[src/rtl/calc_pkg.sv]
// calc_pkg: state, key-code and status encodings shared by the keypad calculator
package calc_pkg;
  typedef enum logic [2:0] {WAIT_A, WAIT_B, CALC, PRINT, ERROR} state_t;
  localparam logic [3:0] K_ADD = 4'd10, K_SUB = 4'd11, K_MUL = 4'd12;
  localparam logic [3:0] K_CLR = 4'd13, K_EQ = 4'd14, K_BS = 4'd15;
  localparam logic [1:0] S_ERROR = 2'b00, S_BUSY = 2'b01, S_READY = 2'b10, S_PRINT = 2'b11;
endpackage

[src/rtl/calc_param_if.sv]
// calc_param_if: key handshake and serial display bus of the calculator
interface calc_param_if #(parameter int NDIGITS = 8);
  localparam int PW = (NDIGITS > 1) ? $clog2(NDIGITS) : 1;
  logic [3:0] cmd;
  logic cmd_valid;
  logic cmd_ready;
  logic [1:0] status;
  logic [3:0] data;
  logic [PW-1:0] pos;
  logic data_valid;
  logic neg;
  logic [2:0] state;
  modport slave (input cmd, cmd_valid, output cmd_ready, status, data, pos, data_valid, neg, state);
  modport master (output cmd, cmd_valid, input cmd_ready, status, data, pos, data_valid, neg, state);
endinterface

[src/rtl/calc_digit_printer.sv]
// calc_digit_printer: serialises a loaded value LSD-first as NDIGITS BCD digits
module calc_digit_printer #(
  parameter int NDIGITS = 8,
  parameter int WIDTH = 27,
  localparam int PW = (NDIGITS > 1) ? $clog2(NDIGITS) : 1
) (
  input  logic clock,
  input  logic reset,
  input  logic load,
  input  logic [WIDTH-1:0] value,
  output logic [3:0] data,
  output logic [PW-1:0] pos,
  output logic data_valid,
  output logic done
);
  logic [WIDTH-1:0] val_q, val_d;
  logic [PW-1:0] pos_q, pos_d;
  logic act_q, act_d;
  assign done = act_q && pos_q == PW'(NDIGITS - 1);
  assign data = act_q ? 4'(val_q % WIDTH'(10)) : 4'd0;
  assign pos = pos_q;
  assign data_valid = act_q;
  always_comb begin
    val_d = load ? value : val_q / WIDTH'(10);
    pos_d = (load || done) ? '0 : act_q ? pos_q + 1'b1 : pos_q;
    act_d = load || (act_q && !done);
  end
  always_ff @(posedge clock) begin
    if (reset) begin
      val_q <= '0;
      pos_q <= '0;
      act_q <= 1'b0;
    end else begin
      val_q <= val_d;
      pos_q <= pos_d;
      act_q <= act_d;
    end
  end
endmodule

[src/rtl/calc_param.sv]
// calc_param: NDIGITS-digit decimal keypad calculator with add/sub/multiply and serial display
module calc_param import calc_pkg::*; #(
  parameter int NDIGITS = 8,
  parameter int WIDTH = 27
) (
  input logic clock,
  input logic reset,
  calc_param_if.slave bus
);
  localparam int CW = $clog2(NDIGITS + 1);
  localparam int MW = $clog2(WIDTH);
  localparam logic [63:0] MAXVAL64 = 64'(10) ** NDIGITS - 64'd1;
  localparam logic [WIDTH-1:0] MAXVAL = WIDTH'(MAXVAL64);
  if ((64'd1 << WIDTH) <= MAXVAL64) begin : g_width_chk
    $error("calc_param: WIDTH cannot hold 10**NDIGITS-1");
  end
  state_t state_q, state_d, ret_q, ret_d;
  logic [WIDTH-1:0] acc_q, acc_d, rega_q, rega_d, b, res;
  logic [CW-1:0] cnt_q, cnt_d;
  logic [MW-1:0] mcnt_q, mcnt_d;
  logic [3:0] op_q, op_d;
  logic neg_q, neg_d, res_q, res_d;
  logic [2*WIDTH-1:0] prod_q, prod_d, prod_n;
  logic [WIDTH:0] sum, msum;
  logic take, is_digit, is_op, is_sub, is_mul, sub_neg, ovf, calc_done, pr_load, pr_done;
  assign take = bus.cmd_valid && bus.cmd_ready;
  assign is_digit = bus.cmd <= 4'd9;
  assign is_op = bus.cmd inside {K_ADD, K_SUB, K_MUL};
  assign is_sub = op_q == K_SUB;
  assign is_mul = op_q == K_MUL;
  // low half of prod_q holds regB until the shift-add multiplier consumes it
  assign b = prod_q[WIDTH-1:0];
  assign sum = {1'b0, rega_q} + {1'b0, b};
  assign msum = {1'b0, prod_q[2*WIDTH-1:WIDTH]} + (prod_q[0] ? {1'b0, rega_q} : '0);
  assign prod_n = {msum, prod_q[WIDTH-1:1]};
  assign sub_neg = rega_q < b;
  assign res = is_mul ? prod_n[WIDTH-1:0] : is_sub ? (sub_neg ? b - rega_q : rega_q - b) : sum[WIDTH-1:0];
  assign ovf = is_mul ? prod_n > {{WIDTH{1'b0}}, MAXVAL} : !is_sub && sum > {1'b0, MAXVAL};
  assign calc_done = !is_mul || mcnt_q == MW'(WIDTH - 1);
  assign pr_load = state_d == PRINT && state_q != PRINT;
  always_comb begin
    state_d = state_q;
    ret_d = ret_q;
    acc_d = acc_q;
    cnt_d = cnt_q;
    neg_d = neg_q;
    res_d = res_q;
    rega_d = rega_q;
    prod_d = prod_q;
    op_d = op_q;
    mcnt_d = mcnt_q;
    case (state_q)
      WAIT_A, WAIT_B: if (take) begin
        if (is_digit) begin
          if (res_q || cnt_q < CW'(NDIGITS)) begin
            acc_d = (res_q ? '0 : acc_q) * WIDTH'(10) + WIDTH'(bus.cmd);
            cnt_d = (res_q ? '0 : cnt_q) + 1'b1;
            neg_d = res_q ? 1'b0 : neg_q;
            res_d = 1'b0;
            state_d = PRINT;
            ret_d = state_q;
          end
        end else if (bus.cmd == K_BS) begin
          acc_d = acc_q / WIDTH'(10);
          cnt_d = cnt_q == '0 ? '0 : cnt_q - 1'b1;
          state_d = PRINT;
          ret_d = state_q;
        end else if (bus.cmd == K_CLR) begin
          acc_d = '0;
          cnt_d = '0;
          neg_d = 1'b0;
          state_d = PRINT;
          ret_d = state_q;
        end else if (is_op && state_q == WAIT_A) begin
          rega_d = acc_q;
          op_d = bus.cmd;
          acc_d = '0;
          cnt_d = '0;
          res_d = 1'b0;
          neg_d = 1'b0;
          state_d = WAIT_B;
        end else if (is_op && cnt_q == '0) begin
          op_d = bus.cmd;
        end else if (bus.cmd == K_EQ && state_q == WAIT_B) begin
          prod_d = {{WIDTH{1'b0}}, acc_q};
          mcnt_d = '0;
          state_d = CALC;
        end
      end
      CALC: if (!calc_done) begin
        prod_d = prod_n;
        mcnt_d = mcnt_q + 1'b1;
      end else if (ovf) begin
        state_d = ERROR;
      end else begin
        acc_d = res;
        cnt_d = CW'(NDIGITS);
        res_d = 1'b1;
        neg_d = is_sub && sub_neg;
        state_d = PRINT;
        ret_d = WAIT_A;
      end
      PRINT: state_d = pr_done ? ret_q : PRINT;
      ERROR: if (take && bus.cmd == K_CLR) begin
        acc_d = '0;
        cnt_d = '0;
        neg_d = 1'b0;
        res_d = 1'b0;
        rega_d = '0;
        prod_d = '0;
        op_d = '0;
        mcnt_d = '0;
        ret_d = WAIT_A;
        state_d = WAIT_A;
      end
      default: state_d = WAIT_A;
    endcase
  end
  always_comb begin
    bus.status = state_q == ERROR ? S_ERROR : state_q == CALC ? S_BUSY : state_q == PRINT ? S_PRINT : S_READY;
    bus.cmd_ready = state_q inside {WAIT_A, WAIT_B, ERROR};
    bus.neg = neg_q;
    bus.state = state_q;
  end
  always_ff @(posedge clock) begin
    if (reset) begin
      state_q <= WAIT_A;
      ret_q <= WAIT_A;
      acc_q <= '0;
      cnt_q <= '0;
      neg_q <= 1'b0;
      res_q <= 1'b0;
      rega_q <= '0;
      prod_q <= '0;
      op_q <= '0;
      mcnt_q <= '0;
    end else begin
      state_q <= state_d;
      ret_q <= ret_d;
      acc_q <= acc_d;
      cnt_q <= cnt_d;
      neg_q <= neg_d;
      res_q <= res_d;
      rega_q <= rega_d;
      prod_q <= prod_d;
      op_q <= op_d;
      mcnt_q <= mcnt_d;
    end
  end
  calc_digit_printer #(.NDIGITS(NDIGITS), .WIDTH(WIDTH)) u_printer (
    .clock(clock),
    .reset(reset),
    .load(pr_load),
    .value(acc_d),
    .data(bus.data),
    .pos(bus.pos),
    .data_valid(bus.data_valid),
    .done(pr_done)
  );
endmodule

[src/flat_wrapper.sv]
// flat-port wrapper written by rule: the top's interface ports become plain ports
module calc_param_flat import calc_pkg::*;
#(
  parameter int NDIGITS = 8,
  parameter int WIDTH = 27
)
  (clock, reset, bus_cmd, bus_cmd_valid, bus_cmd_ready, bus_status, bus_data, bus_pos, bus_data_valid, bus_neg, bus_state);
  calc_param_if #(.NDIGITS(NDIGITS)) bus_i ();
  input logic clock;
  input logic reset;
  input wire logic [$bits(bus_i.cmd)-1:0] bus_cmd;
  input wire logic [$bits(bus_i.cmd_valid)-1:0] bus_cmd_valid;
  output wire logic [$bits(bus_i.cmd_ready)-1:0] bus_cmd_ready;
  output wire logic [$bits(bus_i.status)-1:0] bus_status;
  output wire logic [$bits(bus_i.data)-1:0] bus_data;
  output wire logic [$bits(bus_i.pos)-1:0] bus_pos;
  output wire logic [$bits(bus_i.data_valid)-1:0] bus_data_valid;
  output wire logic [$bits(bus_i.neg)-1:0] bus_neg;
  output wire logic [$bits(bus_i.state)-1:0] bus_state;
  assign bus_i.cmd = bus_cmd;
  assign bus_i.cmd_valid = bus_cmd_valid;
  assign bus_cmd_ready = bus_i.cmd_ready;
  assign bus_status = bus_i.status;
  assign bus_data = bus_i.data;
  assign bus_pos = bus_i.pos;
  assign bus_data_valid = bus_i.data_valid;
  assign bus_neg = bus_i.neg;
  assign bus_state = bus_i.state;
  calc_param #(.NDIGITS(NDIGITS), .WIDTH(WIDTH)) u_core (.clock(clock), .reset(reset), .bus(bus_i));
endmodule
[config.mk]
export PLATFORM = sky130hd
export DESIGN_NAME = calc_param_flat
export DESIGN_NICKNAME = d
export VERILOG_FILES = /design/src/rtl/calc_pkg.sv /design/src/rtl/calc_param_if.sv /design/src/rtl/calc_digit_printer.sv /design/src/rtl/calc_param.sv /design/src/flat_wrapper.sv
export SDC_FILE = /design/constraint.sdc
export NUM_CORES = 1
export LEC_CHECK = 0
export CAP_MARGIN = 20
export CORE_ASPECT_RATIO = 1.75
export CORE_MARGIN = 4
export CORE_UTILIZATION = 35
export CTS_CLUSTER_SIZE = 16
export DETAILED_ROUTE_END_ITERATION = 6
export PLACE_DENSITY_LB_ADDON = 0.15
export SLEW_MARGIN = 15
export SYNTH_ARGS = -nofsm -noshare
export SYNTH_HDL_FRONTEND = slang
export SYNTH_SLANG_ARGS = --single-unit
[constraint.sdc]
create_clock -name clock -period 19.4 [get_ports clock]
set_input_delay 3.88 -clock clock [delete_from_list [all_inputs] [get_ports clock]]
set_output_delay 3.88 -clock clock [all_outputs]
set_load 0.005 [all_outputs]
==> results by group, run 1 <==
Run status
  – Status: finished clean

Die
  – Initial Util: ~35%
  – Row cnt: around 120
  – Die Ht: between 300 and 400 µm
  – Horiz. Die Dim: ~200 µm
  – Core area: 0.0643 mm²
  – IO Count: 22
  – Die ar.: 0.0693 mm²

STA
  – Slew HR: roughly 23%
  – Period utilisation layout: 89.9%
  – Final hold violation count: 0
  – Clock skew: around 0.017 ns
  – Slew @ Worst Pin: between 1 and 1.5 ns
  – Post-Route Setup TNS: 0 ns
  – # setup viols final: 0
  – Slew Limit Fails: 0
  – RSZ-0062 raised after global routing: false
  – Hold Worst Slack: 0.468 ns
  – Max Freq: between 50 and 60 MHz
  – Tmin final: ~17 ns

CTS
  – Clock sink count: 160
  – # Post-CTS Setup Buffers: 0
  – Hold Buf Count CTS: 0
  – Reg clk slew, reported paths: 0.08 ns
  – Bufs on Longest Clock Path: 2
  – H-tree Lvls: 4
  – TritonCTS buffer count: 17
  – Clock root buffer: clkbuf_16
  – Clk_lat worst skew: approximately 0.48 ns
  – CTS tree: built
  – Post-CTS resize count: 0

Critical path
  – Required @ worst endpoint: ~16 ns
  – Reg-to-reg startpoint: u_core.u_printer.val_q[21]$_SDFF_PP0_
  – Maximum fanout along the worst path: 28
  – Slowest cell delay on critical path: 1.01 ns
  – R2R cell count: 37
  – Flop2flop setup slack: ~6.7 ns
  – Crit-path slowest cell: dfxtp_1
  – Critical Path AT: ~14 ns
  – Reg2reg end: u_core.u_printer.val_q[0]$_SDFF_PP0_
  – Critical Path Source Type: register
  – Crit path kind: register to output pin
  – Critical Path Sink Type: output pin

GRT
  – Initial antenna violation count: 1
  – Grt met1 use: between 20% and 30%
  – Pin count of the biggest net entering global routing: between 80 and 90
  – Tot GR Track Use: between 20% and 30%
  – Vias in the first global route: about 24000
  – Grt peak-use layer: met2
  – Global routing usage on met2: between 40 and 50%
  – GRT Residual Overflow: 0
  – GRT met3 Usage: roughly 2.2%
  – First-pass GRT wire length: approximately 130000 µm

Synthesis
  – Most used DFF post-synth: dfxtp_1
  – Synth Warn #: 0
  – Post-Syn Area per Cell: 6.99 µm²
  – Post-Syn Nets: 3433
  – Cells after synthesis: about 3300
  – Cell variety after synth: approximately 130
  – Post-Syn Area: between 0.02 and 0.025 mm²
  – Sequential area share after synthesis: between 10% and 20%
  – FF+latch count, synth: 160
  – Async set-reset flop share out of synthesis: 0%
  – Post-synth EDFFs: 0

Hold path
  – Hold Path Class: register to register
  – Min-Delay Endpoint: u_core.ret_q[1]$_SDFFE_PP0P_
  – Worst hold stages: 1
  – Hold_sp: u_core.ret_q[1]$_SDFFE_PP0P_

Drt
  – Pre-antenna DRT Iters: 6
  – Routed vias: about 25000
  – Via/cell ratio: about 6.3
  – 1st-iter DRT viols: between 1500 and 2000
  – Post-route ant nets: 0
  – Drt total wl: 85200 µm
  – Post-route DRC: 0
  – Wire per inst: between 20 and 25 µm

Cells and area
  – Most common cell after layout, fill and taps aside: nor2_1
  – Area Overhead vs Synth: 4.57%
  – Antenna cells: 0
  – Layout Nets: between 3000 and 4000
  – Most frequent cells in the layout: 361 x nor2_1, 272 x a21oi_1, 248 x nand2_1
  – Ratio of cells with drive above 1 in the final layout: roughly 6.4%
  – Fillers: ~6800

Placed design
  – Dpl hpwl: ~64000 µm
  – PortBufs: 21
  – Gpl congestion: a little over 0.9

Flow run
  – Max-cap violations: 0
cells in the mapped netlist, drive strengths merged, types with 16 or more instances:
| library cell | n | share of area, % |
|---|---|---|
| clkbuf | 181 | 3.0 |
| a22oi | 36 | 1.2 |
| mux2 | 18 | 0.96 |
| a31oi | 47 | 1.3 |
| nor2 | 371 | 6.2 |
| buf | 64 | 1.7 |
| a221o | 16 | 0.70 |
| a221oi | 51 | 2.2 |
| nand2b | 23 | 0.70 |
| o221ai | 24 | 1.0 |
| xor2 | 34 | 1.3 |
| nor3 | 94 | 2.1 |
| nand2 | 252 | 4.2 |
| o21ai | 186 | 4.1 |
| o311ai | 17 | 0.76 |
| o211ai | 66 | 2.2 |
| dfxtp | 160 | 14 |
| ha | 163 | 9.0 |
| nand4 | 40 | 1.1 |
| nand3 | 129 | 2.9 |
| o31ai | 22 | 0.79 |
| a21o | 44 | 1.5 |
| a211oi | 68 | 2.5 |
| o21a | 18 | 0.60 |
| o21bai | 66 | 2.2 |
| a21oi | 275 | 6.1 |
| and3 | 34 | 0.96 |
| a311oi | 20 | 0.82 |
| o2111ai | 17 | 0.65 |
| xnor2 | 110 | 4.4 |
| o22ai | 27 | 0.80 |
| nor4 | 20 | 0.58 |
| nor2b | 32 | 0.91 |
| and2 | 31 | 0.85 |
| or3 | 23 | 0.63 |
| mux2i | 44 | 2.0 |
| a211o | 21 | 0.81 |
| inv | 187 | 3.1 |
worst max-delay path, delay by kind of cell, from the launching register on:
kind	cells	cell delay [ns]
simple gates	9	2.62
mux	4	1.21
buf+inv	4	1.30
fa+ha+maj	2	0.83
compound gates	18	5.54
flops	1	1.01
xor+xnor	2	0.55
registers in the layout, summed over array words and instances, names as in the netlist, 3 cells and up:
signal                  cells
u_core.prod_q              54
u_core.acc_q               27
u_core.rega_q              27
u_core.u_printer.val_q     27
u_core.mcnt_q               5
u_core.cnt_q                4
u_core.op_q                 4
u_core.bus.state            3
u_core.ret_q                3
u_core.u_printer.pos        3
worst max path at each step:
stage                                                from           to  slack [ns]  depth (start not counted)
floorplan           u_core.u_printer.val_q[25]$_SDFF_PP0_  bus_data[2]        5.46                         43
global placement    u_core.u_printer.val_q[21]$_SDFF_PP0_  bus_data[2]        2.66                         38
detailed placement  u_core.u_printer.val_q[21]$_SDFF_PP0_  bus_data[2]        2.31                         38
CTS                 u_core.u_printer.val_q[21]$_SDFF_PP0_  bus_data[2]        1.78                         38
global route        u_core.u_printer.val_q[21]$_SDFF_PP0_  bus_data[1]        1.29                         39
finish              u_core.u_printer.val_q[21]$_SDFF_PP0_  bus_data[2]        1.96                         39
area by class of cell:
type,instances,area (µm²),share of cell area [%]
well taps,812,1020,4.27
repair buffers,56,478,2.01
clock inverters,15,156,0.657
flip-flops and latches,160,3200,13.5
clock buffers,17,425,1.79
multi-input cells,2651,17800,74.7
inverters,201,754,3.17
cell families after synthesis:
family	count (synthesis)	synth area share [%]
xor+xnor	144	5.67
simple gates	1122	23.9
mux	62	2.95
compound gates	1148	35.6
flops	160	14.1
buf+inv	446	8.00
fa+ha+maj	175	9.76
metal layers:
layer / wire length [µm] / share of wire [%]
met5: 11 / 0.013
met3: 3360 / 3.9
met4: 4120 / 4.8
met1: 32400 / 38
met2: 45300 / 53
per-stage QoR:
step                      cell area, µm²  cells  worst slack [ns]  util, %
after floorplan                    22800   3257              5.46        -
after global placement             23200   3879              2.66     36.1
after detailed placement           23200   3879              2.31     36.1
after CTS                          23800   3911              1.78     37.0
after global routing               23800   3912              1.29     37.0
final                              23800   3912              1.96     37.0
Power of run 1 is not shown: default switching activity piles up to over one toggle a cycle in this logic, so the estimate is an artifact.
==> run 2: changes to the inputs <==
--- a/config.mk
+++ b/config.mk
@@ -11,6 +11,7 @@
 export CORE_UTILIZATION = 35
 export CTS_CLUSTER_SIZE = 16
 export DETAILED_ROUTE_END_ITERATION = 6
+export DONT_BUFFER_PORTS = 1
 export PLACE_DENSITY_LB_ADDON = 0.15
 export SLEW_MARGIN = 15
 export SYNTH_ARGS = -nofsm -noshare
==> run 2 against run 1 <==
Effect of this change:
- first-iteration DRC count up 3.8%
- die area unchanged
- global-route usage down 0.21 points
- setup slack better by 0.79 ns
- final area down 0.35%
- critical path depth down 1
- sequential share of layout area about the same
- routed wire length down 0.84%
- hold slack worse by 0.0025 ns
- sequential cell count unchanged
- non-clock buffer count down 10
- critical path type unchanged
==> results by group, run 2 (same netlist as run 1, synthesis figures left out) <==
STA
  – Tmin final: between 15 and 20 ns
  – Final setup margin: about 2.7 ns
  – Period utilisation layout: 85.9%
  – Post-Route Setup TNS: 0 ns
  – Slew @ Worst Pin: 1.00 ns
  – RSZ-0062 raised after global routing: false
  – Clock skew: between 0.015 and 0.02 ns
  – # setup viols final: 0
  – Slew Limit Fails: 0
  – Slew HR: 33.2%
  – Max Freq: approximately 60 MHz
  – Final hold violation count: 0

Placed design
  – PortBufs: 0
  – Gpl congestion: just over 0.9
  – DP Worst Slack: 3.35 ns
  – Dpl hpwl: 62800 µm
  – Placed Instances: 3869

Critical path
  – Critical Path Sink Type: output pin
  – Critical Path AT: about 13 ns
  – Critical Path Source Type: register
  – Buf/Inv on CP: 3
  – Crit path kind: register to output pin
  – Required @ worst endpoint: around 16 ns
  – Crit-path slowest cell: dfxtp_1
  – Top delay family on crit path: compound AO/OA/AOI/OAI gates
  – Slowest cell delay on critical path: 0.98 ns
  – Maximum fanout along the worst path: 28

CTS
  – TritonCTS buffer count: 17
  – Bufs on Longest Clock Path: 2
  – # Post-CTS Setup Buffers: 0
  – Reg clk slew, reported paths: approximately 0.070 ns
  – Clock sink count: 160
  – Post-CTS resize count: 0
  – H-tree Lvls: 4
  – CTS tree: built
  – Clock root buffer: clkbuf_16
  – Hold Buf Count CTS: 0
  – Clk_lat worst skew: 0.49 ns

Cells and area
  – Layout Nets: 3253
  – Max reg flops: between 50 and 60
  – Final Util: 36.9%
  – Most common cell after layout, fill and taps aside: nor2_1
  – Antenna cells: 0
  – Ratio of cells with drive above 1 in the final layout: roughly 6.6%
  – Fillers: 6874
  – Area Overhead vs Synth: 4.21%
  – Most frequent cells in the layout: 361 x nor2_1, 272 x a21oi_1, 249 x nand2_1
  – Fin cells: slightly below 4000
  – Largest Register: u_core.prod_q

Drt
  – Pre-antenna DRT Iters: 6
  – Wire per inst: around 22 µm
  – Drt total wl: approximately 84000 µm
  – Post-route DRC: 0
  – 1st-iter DRT viols: 1756
  – Post-route ant nets: 0
  – Routed vias: roughly 24000
  – Via/cell ratio: ~6.2

Flow run
  – Max-cap violations: 0

Die
  – Initial Util: a little over a third
  – Row cnt: approximately 120
  – Horiz. Die Dim: around 200 µm
  – Die Ht: approximately 350 µm
  – IO Count: 22
  – Core area: ~0.064 mm²
  – Die ar.: 0.0693 mm²

GRT
  – Initial antenna violation count: 2
  – GRT Residual Overflow: 0
  – First-pass GRT wire length: between 100000 and 150000 µm
  – Tot GR Track Use: between 20% and 30%
  – Pin count of the biggest net entering global routing: 153
  – Vias in the first global route: 23800

Run status
  – Status: finished clean

Hold path
  – Hold Path Class: register to register
run 2: changes by cell type in the layout (fill, tap and decap cells not counted), sizes merged:
cell           delta
clkinvlp          -2
buf              +10
clkdlybuf4s50    -20
clkbuf            +2
bufinv            +2
clkinv            +1
inv               -4
run 2: worst reg2reg max path: cells and delay by family (launching register included):
kind | cells | cell delay, ns
compound gates | 17 | 5.14
simple gates | 10 | 2.68
mux | 4 | 1.23
flops | 1 | 0.98
fa+ha+maj | 2 | 0.83
buf+inv | 3 | 0.83
xor+xnor | 2 | 0.55
run 2: final timing paths:
kind / start / endpoint / slack, ns / cells after the start
setup / recovery: u_core.u_printer.val_q[21]$_SDFF_PP0_ / bus_data[2] / 2.74 / 38
hold / removal: u_core.ret_q[1]$_SDFFE_PP0P_ / u_core.ret_q[1]$_SDFFE_PP0P_ / 0.47 / 1
setup reg to reg: u_core.u_printer.val_q[21]$_SDFF_PP0_ / u_core.u_printer.val_q[0]$_SDFF_PP0_ / 7.07 / 38
hold reg to reg: u_core.ret_q[1]$_SDFFE_PP0P_ / u_core.ret_q[1]$_SDFFE_PP0P_ / 0.47 / 1
run 2: area by class of cell:
class | instances | area (µm²) | area share, %
Multi-Input combinational cell | 2651 | 17800 | 74.9
Sequential cell | 160 | 3200 | 13.5
Tap cell | 812 | 1020 | 4.28
Inverter | 201 | 754 | 3.18
Clock buffer | 19 | 453 | 1.91
Timing Repair Buffer | 46 | 365 | 1.54
Clock inverter | 12 | 161 | 0.680
run 2: stage by stage:
step | area, µm² | hold slack [ns]
after global placement | 23100 | 0.443
after CTS | 23700 | 0.469
after floorplan | 22800 | 0.424
after detailed placement | 23100 | 0.449
final | 23700 | 0.465
after global routing | 23700 | 0.493
run 2: routing by layer:
metal / wire [µm] / GRT usage (%) / share of wire (%)
met4: 3290 / 10.2 / 3.9
met2: 44900 / 44.1 / 53
met5: 0 / 0 / 0
met3: 3120 / 2.22 / 3.7
met1: 33200 / 25.8 / 39
Power of run 2 is left out for the same reason.
